===== src/rtl/pipe_hazard_ctrl_pkg.sv =====
// Shared encodings for the miniLA hazard controller: writeback sources,
// forwarding selects and the memory-wait FSM states.
package pipe_hazard_ctrl_pkg;

  localparam logic [2:0] WD_ALU  = 3'd0;
  localparam logic [2:0] WD_DRAM = 3'd1;
  localparam logic [2:0] WD_PC4  = 3'd2;
  localparam logic [2:0] WD_SEXT = 3'd3;

  localparam logic [1:0] FWD_RF  = 2'd0;
  localparam logic [1:0] FWD_EX  = 2'd1;
  localparam logic [1:0] FWD_MEM = 2'd2;
  localparam logic [1:0] FWD_WB  = 2'd3;

  typedef enum logic {
    S_RUN = 1'b0,
    S_MEM = 1'b1
  } state_t;

  // A producer only counts when it really writes a non-zero register.
  function automatic logic reg_hit(input logic [4:0] rs,
                                   input logic [4:0] rd,
                                   input logic       ena);
    return ena && (rd != 5'd0) && (rd == rs);
  endfunction

endpackage


===== src/rtl/pipe_hazard_ctrl_fwd_unit.sv =====
// Operand source selection for one ID-stage register read; nearest
// writing stage wins, a load still sitting in EX is skipped.
module pipe_hazard_ctrl_fwd_unit
  import pipe_hazard_ctrl_pkg::*;
(
  input  logic [4:0] i_rs,
  input  logic [4:0] i_ex_reg,
  input  logic       i_ex_ena,
  input  logic       i_ex_is_load,
  input  logic [4:0] i_mem_reg,
  input  logic       i_mem_ena,
  input  logic [4:0] i_wb_reg,
  input  logic       i_wb_ena,
  output logic [1:0] o_sel
);

  // Later assignments override earlier ones, so order is lowest priority first.
  always_comb begin
    o_sel = FWD_RF;
    if (reg_hit(i_rs, i_wb_reg, i_wb_ena))
      o_sel = FWD_WB;
    if (reg_hit(i_rs, i_mem_reg, i_mem_ena))
      o_sel = FWD_MEM;
    if (reg_hit(i_rs, i_ex_reg, i_ex_ena) && !i_ex_is_load)
      o_sel = FWD_EX;
  end

endmodule


===== src/rtl/pipe_hazard_ctrl.sv =====
// Stall/flush/forwarding controller for the 5-stage miniLA pipeline with a
// memory-wait FSM (timeout release) and stall/flush performance counters.
module pipe_hazard_ctrl
  import pipe_hazard_ctrl_pkg::*;
#(
  parameter int CNT_W       = 32,
  parameter int MEM_TIMEOUT = 255
)
(
  input  logic             i_clk,
  input  logic             i_rst,
  input  logic [4:0]       i_id_rs1,
  input  logic             i_id_rs1_used,
  input  logic [4:0]       i_id_rs2,
  input  logic             i_id_rs2_used,
  input  logic [4:0]       i_ex_wb_reg,
  input  logic             i_ex_wb_ena,
  input  logic [2:0]       i_ex_wD_sel,
  input  logic [4:0]       i_mem_wb_reg,
  input  logic             i_mem_wb_ena,
  input  logic [2:0]       i_mem_wD_sel,
  input  logic [4:0]       i_wb_wb_reg,
  input  logic             i_wb_wb_ena,
  input  logic             i_ex_br_taken,
  input  logic             i_mem_req,
  input  logic             i_mem_ack,
  output logic             o_stall_pc,
  output logic             o_stall_ifid,
  output logic             o_stall_idex,
  output logic             o_stall_exmem,
  output logic             o_flush_ifid,
  output logic             o_flush_idex,
  output logic             o_flush_memwb,
  output logic             o_pc_redirect,
  output logic [1:0]       o_fwd_rs1_sel,
  output logic [1:0]       o_fwd_rs2_sel,
  output logic             o_mem_timeout,
  output logic [CNT_W-1:0] o_stall_cycles,
  output logic [CNT_W-1:0] o_flush_events
);

  localparam int WCNT_W = (MEM_TIMEOUT > 1) ? $clog2(MEM_TIMEOUT) : 1;
  localparam logic [WCNT_W-1:0] WAIT_MAX = WCNT_W'(MEM_TIMEOUT - 1);

  state_t            r_state;
  state_t            w_next_state;
  logic [WCNT_W-1:0] r_wait_cnt;
  logic              r_mem_timeout;
  logic [CNT_W-1:0]  r_stall_cycles;
  logic [CNT_W-1:0]  r_flush_events;

  logic w_force;
  logic w_mem_wait;
  logic w_ex_load;
  logic w_load_use;
  logic w_branch;
  logic w_lu_stall;
  logic w_unused;

  // MEM forwards whatever it writes back, so its source select is not needed.
  assign w_unused = ^i_mem_wD_sel;

  assign w_force    = (r_state == S_MEM) && !i_mem_ack && (r_wait_cnt == WAIT_MAX);
  assign w_mem_wait = i_mem_req && !i_mem_ack && !w_force;
  assign w_ex_load  = i_ex_wb_ena && (i_ex_wD_sel == WD_DRAM);
  assign w_load_use = !w_mem_wait && w_ex_load &&
                      ((i_id_rs1_used && reg_hit(i_id_rs1, i_ex_wb_reg, 1'b1)) ||
                       (i_id_rs2_used && reg_hit(i_id_rs2, i_ex_wb_reg, 1'b1)));
  assign w_branch   = i_ex_br_taken && !w_mem_wait;
  // A taken branch discards the stalled younger instruction anyway.
  assign w_lu_stall = w_load_use && !w_branch;

  assign o_stall_pc    = w_mem_wait || w_lu_stall;
  assign o_stall_ifid  = w_mem_wait || w_lu_stall;
  assign o_stall_idex  = w_mem_wait;
  assign o_stall_exmem = w_mem_wait;
  assign o_flush_ifid  = w_branch;
  assign o_flush_idex  = w_branch || w_load_use;
  assign o_flush_memwb = w_mem_wait;
  assign o_pc_redirect = w_branch;

  assign o_mem_timeout  = r_mem_timeout;
  assign o_stall_cycles = r_stall_cycles;
  assign o_flush_events = r_flush_events;

  always_comb begin
    w_next_state = r_state;
    case (r_state)
      S_RUN: if (i_mem_req && !i_mem_ack) w_next_state = S_MEM;
      S_MEM: if (i_mem_ack || w_force)     w_next_state = S_RUN;
      default: w_next_state = S_RUN;
    endcase
  end

  always_ff @(posedge i_clk) begin
    if (i_rst) begin
      r_state        <= S_RUN;
      r_wait_cnt     <= '0;
      r_mem_timeout  <= 1'b0;
      r_stall_cycles <= '0;
      r_flush_events <= '0;
    end else begin
      r_state       <= w_next_state;
      r_mem_timeout <= w_force;
      if (r_state == S_MEM && w_next_state == S_MEM)
        r_wait_cnt <= r_wait_cnt + WCNT_W'(1);
      else
        r_wait_cnt <= '0;
      if (o_stall_pc)
        r_stall_cycles <= r_stall_cycles + CNT_W'(1);
      if (o_pc_redirect)
        r_flush_events <= r_flush_events + CNT_W'(1);
    end
  end

  pipe_hazard_ctrl_fwd_unit u_fwd_rs1 (
    .i_rs         (i_id_rs1),
    .i_ex_reg     (i_ex_wb_reg),
    .i_ex_ena     (i_ex_wb_ena),
    .i_ex_is_load (w_ex_load),
    .i_mem_reg    (i_mem_wb_reg),
    .i_mem_ena    (i_mem_wb_ena),
    .i_wb_reg     (i_wb_wb_reg),
    .i_wb_ena     (i_wb_wb_ena),
    .o_sel        (o_fwd_rs1_sel)
  );

  pipe_hazard_ctrl_fwd_unit u_fwd_rs2 (
    .i_rs         (i_id_rs2),
    .i_ex_reg     (i_ex_wb_reg),
    .i_ex_ena     (i_ex_wb_ena),
    .i_ex_is_load (w_ex_load),
    .i_mem_reg    (i_mem_wb_reg),
    .i_mem_ena    (i_mem_wb_ena),
    .i_wb_reg     (i_wb_wb_reg),
    .i_wb_ena     (i_wb_wb_ena),
    .o_sel        (o_fwd_rs2_sel)
  );

endmodule


===== config.mk =====
export PLATFORM = sky130hd
export DESIGN_NAME = pipe_hazard_ctrl
export DESIGN_NICKNAME = d
export VERILOG_FILES = /design/src/rtl/pipe_hazard_ctrl_pkg.sv /design/src/rtl/pipe_hazard_ctrl_fwd_unit.sv /design/src/rtl/pipe_hazard_ctrl.sv
export SDC_FILE = /design/constraint.sdc
export NUM_CORES = 1
export LEC_CHECK = 0
export ABC_AREA = 1
export CORE_ASPECT_RATIO = 1.75
export CORE_MARGIN = 4
export CORE_UTILIZATION = 47
export CTS_CLUSTER_DIAMETER = 30
export DETAILED_ROUTE_END_ITERATION = 10
export PLACE_DENSITY_LB_ADDON = 0.3
export SYNTH_ARGS = -nofsm -noshare
export SYNTH_HDL_FRONTEND = slang
export SYNTH_SLANG_ARGS = --single-unit

===== constraint.sdc =====
create_clock -name i_clk -period 2.6 [get_ports i_clk]
set_input_delay 0.52 -clock i_clk [delete_from_list [all_inputs] [get_ports i_clk]]
set_output_delay 0.52 -clock i_clk [all_outputs]
set_load 0.05 [all_outputs]

==> impl_metrics.env, run 1 <==
export IMPL_path_clk_slew_ps=60
export IMPL_synth_edff_count=0
export IMPL_n_fill_cell=997
export IMPL_start_kind="input pin"
export IMPL_drtIter0Drc=254
export IMPL_ys_warnings_count=0
export IMPL_status="completed"
export IMPL_grt_max_degree=65
export IMPL_fin_crit_ps=2540
export IMPL_crit_required_ps=2080
export IMPL_drive_above_1_share_pct=9.46
export IMPL_crit_start="i_id_rs1[2]"
export IMPL_yosys_top_cells_area="dfxtp_1 29%, nand2_1 16%, nor2_1 9.2%"
export IMPL_synth_ff_type="dfxtp_1"
export IMPL_cts_root_buffer="clkbuf_16"
export IMPL_finClkSkew_ps=8.58
export IMPL_fmax_mhz=393
export IMPL_worst_path_buf_inv=3
export IMPL_power_leakage_nw=2.81
export IMPL_diodes=0
export IMPL_rows=50
export IMPL_crit_chain="clkdlybuf4s50_1, buf_4, xnor2_1, nand4_1, nor2_1, nand3_1, a21oi_2, buf_12"
export IMPL_htree_levels=3
export IMPL_rsz0062_at_grt="yes"
export IMPL_syn_inst=809
export IMPL_slew_limit_headroom_pct=64.0
export IMPL_core_area_um2=10700
export IMPL_drt_total_wl_um=14900
export IMPL_drv_slew=0
export IMPL_die_x_um=86.9
export IMPL_cts_sinks=74
export IMPL_holdWs_ps=474
export IMPL_worstPathArrival_ps=2020
export IMPL_area_growth_pct=34.4
export IMPL_cp_top_family="buffers and inverters"
export IMPL_initial_core_util_pct=47.8
export IMPL_synth_largest_area_cell="dfxtp_1"
export IMPL_synth_seq_area_share_pct=29.0
export IMPL_cts_buffers=9
export IMPL_synth_seq_cells=74
export IMPL_port_buffers=114
export IMPL_synth_nets=854
export IMPL_wl_per_cell_um=14.0
export IMPL_grt_pass1_vias=5365
export IMPL_async_reset_ff_share_pct=0
export IMPL_setup_tns_ps=0
export IMPL_critPathMaxStageDelay_ps=560
export IMPL_ir_worst_vdd_uv=452
export IMPL_fp_dieArea_um2=12700
export IMPL_yosys_cell_types_count=33
export IMPL_grt_pass1_wl_um=24300
export IMPL_slowest_stage="clkdlybuf4s50_1"
export IMPL_dpl_hpwl_um=11300
export IMPL_drc_errors=0
export IMPL_yosysTopAreaCellShare_pct=29.0
export IMPL_hold_start="r_state$_SDFF_PP0_"
export IMPL_cts_setup_buffers=0
export IMPL_hold_class="flop to flop"
export IMPL_cts_tree="yes"
export IMPL_clock_latency_ps=340
export IMPL_gp_routability_congestion=1.00
export IMPL_endpoint_kind="output pin"
export IMPL_post_route_period_util_pct=97.8
export IMPL_vias=5563
export IMPL_setup_viol=0
export IMPL_cts_hold_buffers=0
export IMPL_worstMarginPinSlew_ps=539
export IMPL_finalNetCount=971
export IMPL_grt_overflow=0
export IMPL_path_class="input pin to output pin"
export IMPL_crit_path_max_fanout=4
export IMPL_reg2reg_from="o_stall_cycles[6]$_SDFFE_PP0P_"
export IMPL_postRouteAntennaNets=0
export IMPL_antenna_found_initial=0
export IMPL_cts_buffer_depth=2
export IMPL_track_usage_pct=23.7
export IMPL_avgSynthCellArea_um2=6.32
export IMPL_die_h_um=146
export IMPL_boundaryPins=118
export IMPL_drt_pre_antenna_iters=5
export IMPL_syn_area_um2=5110
export IMPL_hold_viol_final=0
export IMPL_maxCapViolCount=0
export IMPL_power_density_nw_per_um2=451
export IMPL_drt_vias_per_instance=5.25
-- synth_stat cells, types with 2 or more instances --
cell,count
buf_6,6
nor2_1,126
nor4_1,2
nand2_2,3
xor2_1,49
clkbuf_1,8
nand3_1,42
nor3_1,37
nor2_4,2
inv_1,82
nand4_1,13
o21ai_0,12
nand3_2,21
inv_2,2
buf_2,8
buf_4,7
a21oi_1,60
nand3b_1,3
ha_1,4
nand2_1,220
xnor2_1,17
dfxtp_1,74
-- layout by cell type, fill, tap and decap left out, types with 2 or more instances in the layout --
cell               n
xor2_1            49
ha_1               4
inv_1             82
nand2_1          218
nand2_2            4
buf_4             23
clkinvlp_4         2
a21oi_1           58
nor2_4             2
dfxtp_1           74
nand3_2           21
xnor2_1           17
nand3b_1           3
nor3_2             2
clkinv_2           2
clkdlybuf4s50_1   92
nor3_1            36
clkbuf_16          9
buf_12            11
dlymetal6s2s_1     9
nand4_1           13
inv_2              2
a21oi_2            2
nand3_1           41
nor2_1           125
o21ai_0           11
-- cell type report --
type / count / area [um2] / area share, %
Inverter: 84 / 315 / 4.59
Clock inverter: 5 / 55.1 / 0.801
Multi-Input combinational cell: 621 / 3190 / 46.3
Clock buffer: 10 / 239 / 3.48
Sequential cell: 74 / 1480 / 21.6
Timing Repair Buffer: 136 / 1440 / 20.9
Tap cell: 130 / 163 / 2.37
-- flip-flops by register name (all words and copies together) (netlist names) --
signal          count
o_stall_cycles     32
r_wait_cnt          8
r_state             1
o_flush_events     32
o_mem_timeout       1
-- routing by layer --
layer	track usage (%)	up-vias	wire length (um)
li1	-	2806	-
met1	24.6	2545	5440
met2	43.8	175	7960
met3	4.14	37	852
met4	12.0	0	597
met5	0	-	0
-- logic make-up after synthesis --
family,synth area share (%)
AO/OA/AOI/OAI,7.88
XOR/XNOR,11.3
adder cells (fa/ha/maj),0.979
buffers and inverters,9.96
flip-flops,29.0
AND/OR/NAND/NOR,40.9
-- report_power, final --
| part | internal [W] | switching [W] |
|---|---|---|
| Combinational | 0.000254 | 0.000382 |
| Clock | 0.000760 | 0.000488 |
| Sequential | 0.00117 | 0.0000430 |
-- path summary, 6_finish.rpt --
check	to	slack, ps	cells past startpoint
worst max-delay path	o_fwd_rs1_sel[1]	60	8
worst min-delay path	o_mem_timeout$_SDFF_PP0_	470	2
worst min register to register	o_mem_timeout$_SDFF_PP0_	470	2
worst max register to register	o_stall_cycles[31]$_SDFFE_PP0P_	470	8
-- worst register-to-register path: cells and delay by family (launching register included) --
| kind | cells | cell delay, ps |
|---|---|---|
| compound gates | 1 | 110 |
| xor+xnor | 1 | 160 |
| buf+inv | 1 | 110 |
| flops | 1 | 400 |
| simple gates | 5 | 1230 |
-- what timing repair did --
action / 4_1_cts / 5_1_grt
endpoints found under the hold margin: 0 / 0
setup endpoints to repair: 5 / 7
pin swaps: 0 / 5
gates resized for setup: 6 / 17
-- per-stage QoR --
step	total power (W)	cells	instance area [um2]	worst slack [ps]	utilization, %
2_1_floorplan	0.00162	809	5120	115	-
3_3_place_gp	0.00186	1045	6500	-116	60.7
3_5_place_dp	0.00187	1045	6500	-129	60.7
4_1_cts	0.00311	1060	6810	0.866	63.7
5_1_grt	0.00321	1060	6870	-8.71	64.3
6_report	0.00310	1060	6870	57.2	64.3
No activity file was read; power rests on OpenSTA's default activity.
==> run 2: changes to the inputs <==
Settings changed: CORE_ASPECT_RATIO 1.75 to 0.9, CORE_UTILIZATION 47 to 51.
==> impl_metrics.env, run 2 (synthesis results as in run 1) <==
export IMPL_status="completed"
export IMPL_finClkSkew_ps=9.24
export IMPL_cts_sinks=74
export IMPL_grt_max_degree=66
export IMPL_cts_root_buffer="clkbuf_8"
export IMPL_antenna_found_initial=0
export IMPL_power_leakage_nw=2.81
export IMPL_worstMarginPinSlew_ps=543
export IMPL_crit_path_max_fanout=3
export IMPL_drt_pre_antenna_iters=5
export IMPL_port_buffers=114
export IMPL_initial_core_util_pct=52.5
export IMPL_p_sw_share_pct=32.0
export IMPL_cts_buffers=9
export IMPL_critPathMaxStageDelay_ps=510
export IMPL_clockPowerShare_pct=33.6
export IMPL_drtIter0Drc=473
export IMPL_die_x_um=114
export IMPL_drt_vias_per_instance=5.22
export IMPL_reg2reg_from="o_stall_cycles[0]$_SDFFE_PP0P_"
export IMPL_finalNetCount=968
export IMPL_holdWs_ps=467
export IMPL_combPwrFrac_pct=23.0
export IMPL_area_growth_pct=33.4
export IMPL_dpl_hpwl_um=10400
export IMPL_grt_overflow=0
export IMPL_n_fill_cell=827
export IMPL_cts_buffer_depth=2
export IMPL_fmax_mhz=399
export IMPL_drc_errors=0
export IMPL_min_path_cells=1
export IMPL_power_density_nw_per_um2=409
export IMPL_slew_limit_headroom_pct=63.7
export IMPL_ir_worst_vdd_uv=446
export IMPL_cp_top_family="buffers and inverters"
export IMPL_finish_utilization_pct=70.0
export IMPL_cts_tree="yes"
export IMPL_drv_slew=0
export IMPL_vias=5503
export IMPL_die_h_um=103
export IMPL_crit_chain="clkdlybuf4s50_1, nand2_1, nor4_2, nand3_1, a21oi_2, buf_12"
export IMPL_fp_dieArea_um2=11700
export IMPL_final_cell_mix="218 x nand2_1, 124 x nor2_1, 88 x clkdlybuf4s50_1"
export IMPL_rr_endpoint="o_stall_cycles[16]$_SDFFE_PP0P_"
export IMPL_fin_crit_ps=2500
export IMPL_endpoint_kind="output pin"
export IMPL_cts_hold_buffers=0
export IMPL_rows=34
export IMPL_r2r_worst_path_cells=9
export IMPL_setup_viol=0
export IMPL_gp_routability_congestion=0.961
export IMPL_p_int_w=0.00189
export IMPL_track_usage_pct=24.1
export IMPL_seq_power_share_pct=43.5
export IMPL_htree_levels=3
export IMPL_worstPathArrival_ps=1980
export IMPL_postRouteAntennaNets=0
export IMPL_hold_viol_final=0
export IMPL_boundaryPins=118
export IMPL_slowest_stage="clkdlybuf4s50_1"
export IMPL_clock_latency_ps=360
export IMPL_path_clk_slew_ps=70
export IMPL_hold_start="r_wait_cnt[0]$_SDFF_PP0_"
export IMPL_hold_class="flop to flop"
export IMPL_min_to="r_wait_cnt[0]$_SDFF_PP0_"
export IMPL_worst_path_buf_inv=2
export IMPL_grt_pass1_wl_um=23000
export IMPL_core_area_um2=9740
export IMPL_power_switching_w=0.000893
export IMPL_reg2reg_slack_ps=490
export IMPL_diodes=0
export IMPL_start_kind="input pin"
export IMPL_final_common_cell="nand2_1"
export IMPL_grt_pass1_vias=4995
export IMPL_maxCapViolCount=0
export IMPL_path_class="input pin to output pin"
export IMPL_post_route_period_util_pct=96.3
export IMPL_wl_per_cell_um=13.5
export IMPL_drt_total_wl_um=14300
export IMPL_drive_above_1_share_pct=9.48
export IMPL_crit_required_ps=2080
-- run 2: changes by cell type in the layout (fill, tap and decap cells not counted), moves of 2 or more --
cell and delta:
clkbuf_8 +9, dfxtp_2 +2, clkdlybuf4s50_1 -4, dfxtp_1 -2, dlymetal6s2s_1 +4, buf_12 +3, buf_4 -7, clkbuf_16 -8
-- run 2: what timing repair did --
item	in CTS	in global routing
gates resized for setup	4	26
pin swaps	0	6
setup endpoints to repair	4	7
gates cloned	0	1
buffers inserted	0	2
-- run 2: per-stage QoR --
stage                     setup TNS (ps)  setup WS, ps  total power, W  std cells  area (um2)
final                                  0          96.1         0.00279       1054        6820
after global routing               -38.2         -14.5         0.00290       1054        6820
after CTS                              0          11.2         0.00280       1051        6700
after detailed placement            -109         -37.1         0.00187       1035        6490
after global placement             -25.5         -24.2         0.00185       1035        6490
after floorplan                        0           115         0.00162        809        5120
-- run 2: power by group through the flow --
stage / sequential (W) / combinational (W) / clock (W)
after floorplan: 0.00135 / 0.000272 / 0
after global placement: 0.00124 / 0.000617 / 0
after detailed placement: 0.00124 / 0.000628 / 0
after CTS: 0.00121 / 0.000631 / 0.000956
after global routing: 0.00122 / 0.000687 / 0.000994
final: 0.00121 / 0.000640 / 0.000936
-- run 2: worst max-delay path by stage --
stage	start	to	slack, ps	cells after the start
after floorplan	i_ex_wb_reg[2]	o_fwd_rs1_sel[0]	110	6
after global placement	i_id_rs2[0]	o_fwd_rs2_sel[1]	-20	6
after detailed placement	i_id_rs1[0]	o_stall_pc	-40	10
after CTS	i_id_rs2[3]	o_fwd_rs2_sel[1]	10	6
after global routing	i_ex_wb_reg[1]	o_stall_pc	-10	10
final	i_wb_wb_ena	o_fwd_rs2_sel[1]	100	6
-- run 2: final cells by class --
| class | instances | area [um2] | area share, % |
|---|---|---|---|
| Inverter | 84 | 318 | 4.66 |
| Sequential cell | 74 | 1480 | 21.8 |
| Multi-Input combinational cell | 621 | 3180 | 46.6 |
| Clock buffer | 10 | 138 | 2.02 |
| Tap cell | 126 | 158 | 2.31 |
| Clock inverter | 6 | 66.3 | 0.972 |
| Timing Repair Buffer | 133 | 1480 | 21.7 |
-- run 2: layer usage --
layer | share of wire, % | up-vias | track usage, % | wire length (um)
li1 | - | 2790 | - | -
met1 | 45 | 2486 | 33.1 | 6450
met2 | 45 | 202 | 38.4 | 6470
met3 | 7.6 | 25 | 4.87 | 1080
met4 | 1.8 | 0 | 7.12 | 261
met5 | 0 | - | 0 | 0
==> run 3: changes to the inputs <==
Settings changed: CTS_CLUSTER_DIAMETER 30 to 150, MAX_ROUTING_LAYER from default to met4.
==> impl_metrics.env, run 3 (synthesis results as in run 1) <==
export IMPL_wl_met3_um=906
export IMPL_wl_per_cell_um=13.2
export IMPL_crit_path_max_fanout=4
export IMPL_finClkSkew_ps=13.9
export IMPL_grt_pass1_wl_um=22900
export IMPL_drt_total_wl_um=13900
export IMPL_die_h_um=103
export IMPL_setup_tns_ps=0
export IMPL_p_sw_share_pct=33.2
export IMPL_drt_pre_antenna_iters=5
export IMPL_min_to="o_mem_timeout$_SDFF_PP0_"
export IMPL_crit_chain="clkdlybuf4s50_1, nand2_1, inv_1, nor2_1, nor2_2, nand4_1, nand2_2, nand3_4, nand2_4, buf_12"
export IMPL_min_path_cells=2
export IMPL_antenna_found_initial=0
export IMPL_power_leakage_nw=2.71
export IMPL_rr_endpoint="o_stall_cycles[24]$_SDFFE_PP0P_"
export IMPL_critPathMaxStageDelay_ps=540
export IMPL_wirelength_met1_um=6470
export IMPL_n_fill_cell=856
export IMPL_wl_met2_um=6340
export IMPL_post_route_period_util_pct=96.6
export IMPL_cts_sinks=74
export IMPL_area_growth_pct=31.5
export IMPL_fp_dieArea_um2=11700
export IMPL_rows=34
export IMPL_drc_errors=0
export IMPL_setup_ws_ps=87.7
export IMPL_fmax_mhz=398
export IMPL_drive_above_1_share_pct=8.87
export IMPL_pre_cts_ws_ps=-37.0
export IMPL_slowest_stage="clkdlybuf4s50_1"
export IMPL_combPwrFrac_pct=23.5
export IMPL_cts_root_buffer="clkbuf_8"
export IMPL_cts_buffers=9
export IMPL_port_buffers=114
export IMPL_diodes=0
export IMPL_cts_tree="yes"
export IMPL_worstMarginPinSlew_ps=551
export IMPL_status="completed"
export IMPL_slew_limit_headroom_pct=63.2
export IMPL_cts_hold_buffers=0
export IMPL_drt_vias_per_instance=5.16
export IMPL_reg2reg_slack_ps=510
export IMPL_final_cell_mix="218 x nand2_1, 122 x nor2_1, 94 x clkdlybuf4s50_1"
export IMPL_power_switching_w=0.000891
export IMPL_grt_overflow=0
export IMPL_clock_latency_ps=360
export IMPL_drtIter0Drc=495
export IMPL_seqCellArea_um2=1480
export IMPL_grt_max_degree=66
export IMPL_clockPowerShare_pct=31.3
export IMPL_path_clk_slew_ps=90
export IMPL_multi_input_area_um2=3170
export IMPL_drv_slew=0
export IMPL_finalNetCount=964
export IMPL_vias=5423
export IMPL_hold_viol_final=0
export IMPL_htree_levels=3
export IMPL_fin_crit_ps=2510
export IMPL_endpoint_kind="output pin"
export IMPL_reg2reg_from="o_stall_cycles[0]$_SDFFE_PP0P_"
export IMPL_boundaryPins=118
export IMPL_r2r_worst_path_cells=9
export IMPL_seq_power_share_pct=45.2
export IMPL_worstPathArrival_ps=1990
export IMPL_gp_routability_congestion=0.933
export IMPL_postRouteAntennaNets=0
export IMPL_core_area_um2=9740
export IMPL_path_class="input pin to output pin"
export IMPL_crit_required_ps=2080
export IMPL_grt_pass1_vias=4919
export IMPL_top_layer="met4"
export IMPL_ir_worst_vdd_uv=327
export IMPL_hold_start="r_state$_SDFF_PP0_"
export IMPL_track_usage_pct=24.5
export IMPL_power_density_nw_per_um2=399
export IMPL_start_kind="input pin"
export IMPL_hold_class="flop to flop"
export IMPL_worst_path_buf_inv=3
export IMPL_setup_viol=0
export IMPL_final_common_cell="nand2_1"
export IMPL_initial_core_util_pct=52.5
export IMPL_die_x_um=114
export IMPL_p_int_w=0.00179
export IMPL_maxCapViolCount=0
export IMPL_dpl_hpwl_um=10400
export IMPL_cp_top_family="buffers and inverters"
export IMPL_cts_buffer_depth=2
[run 3: worst max-delay path by stage]
| stage | slack, ps | end | cells past startpoint | start |
|---|---|---|---|---|
| 2_1_floorplan | 110 | o_fwd_rs1_sel[0] | 6 | i_ex_wb_reg[2] |
| 3_3_place_gp | -20 | o_fwd_rs2_sel[1] | 6 | i_id_rs2[0] |
| 3_5_place_dp | -40 | o_stall_ifid | 10 | i_id_rs1[1] |
| 4_1_cts | 0.2 | o_stall_ifid | 10 | i_id_rs2[2] |
| 5_1_grt | -10 | o_stall_ifid | 10 | i_ex_wb_reg[2] |
| 6_report | 90 | o_stall_ifid | 10 | i_ex_wb_reg[1] |
[run 3: final cells by class]
cell class | count | area share (%)
clock buffers | 10 | 2.05
clock inverters | 6 | 0.633
inverters | 84 | 4.69
multi-input cells | 621 | 47.2
flip-flops and latches | 74 | 22.0
well taps | 126 | 2.34
repair buffers | 129 | 21.1
[run 3: worst min-delay path, stage by stage (launching register included)]
cell     delay [ps]
dfxtp_1         300
inv_1            90
nor4_1           60
[run 3: stage by stage]
step	utilization, %	std cells	cell area [um2]	total power, W	hold slack [ps]
after floorplan	-	809	5120	0.00162	442
after global placement	66.5	1034	6480	0.00185	462
after detailed placement	66.5	1034	6480	0.00186	468
after CTS	68.5	1050	6680	0.00270	466
after global routing	69.0	1050	6720	0.00280	518
final	69.0	1050	6720	0.00268	483
[run 3: routing by layer]
layer | vias up | GRT usage [%]
met5 | - | -
met3 | 22 | 4.17
li1 | 2781 | -
met4 | 0 | 6.01
met2 | 187 | 38.9
met1 | 2433 | 32.7
[run 3: power groups by stage]
stage / clock network (W) / registers [W] / logic (W)
after detailed placement: 0 / 0.00124 / 0.000626
after floorplan: 0 / 0.00135 / 0.000272
final: 0.000839 / 0.00121 / 0.000630
after global placement: 0 / 0.00124 / 0.000616
after global routing: 0.000902 / 0.00122 / 0.000681
after CTS: 0.000857 / 0.00121 / 0.000631
[run 3: timing repair]
| item | in CTS | in global routing |
|---|---|---|
| cloned | 0 | 0 |
| setup buffers | 0 | 0 |
| resized for setup | 4 | 16 |
| pin swaps | 0 | 2 |
| endpoints found under the setup margin | 3 | 7 |
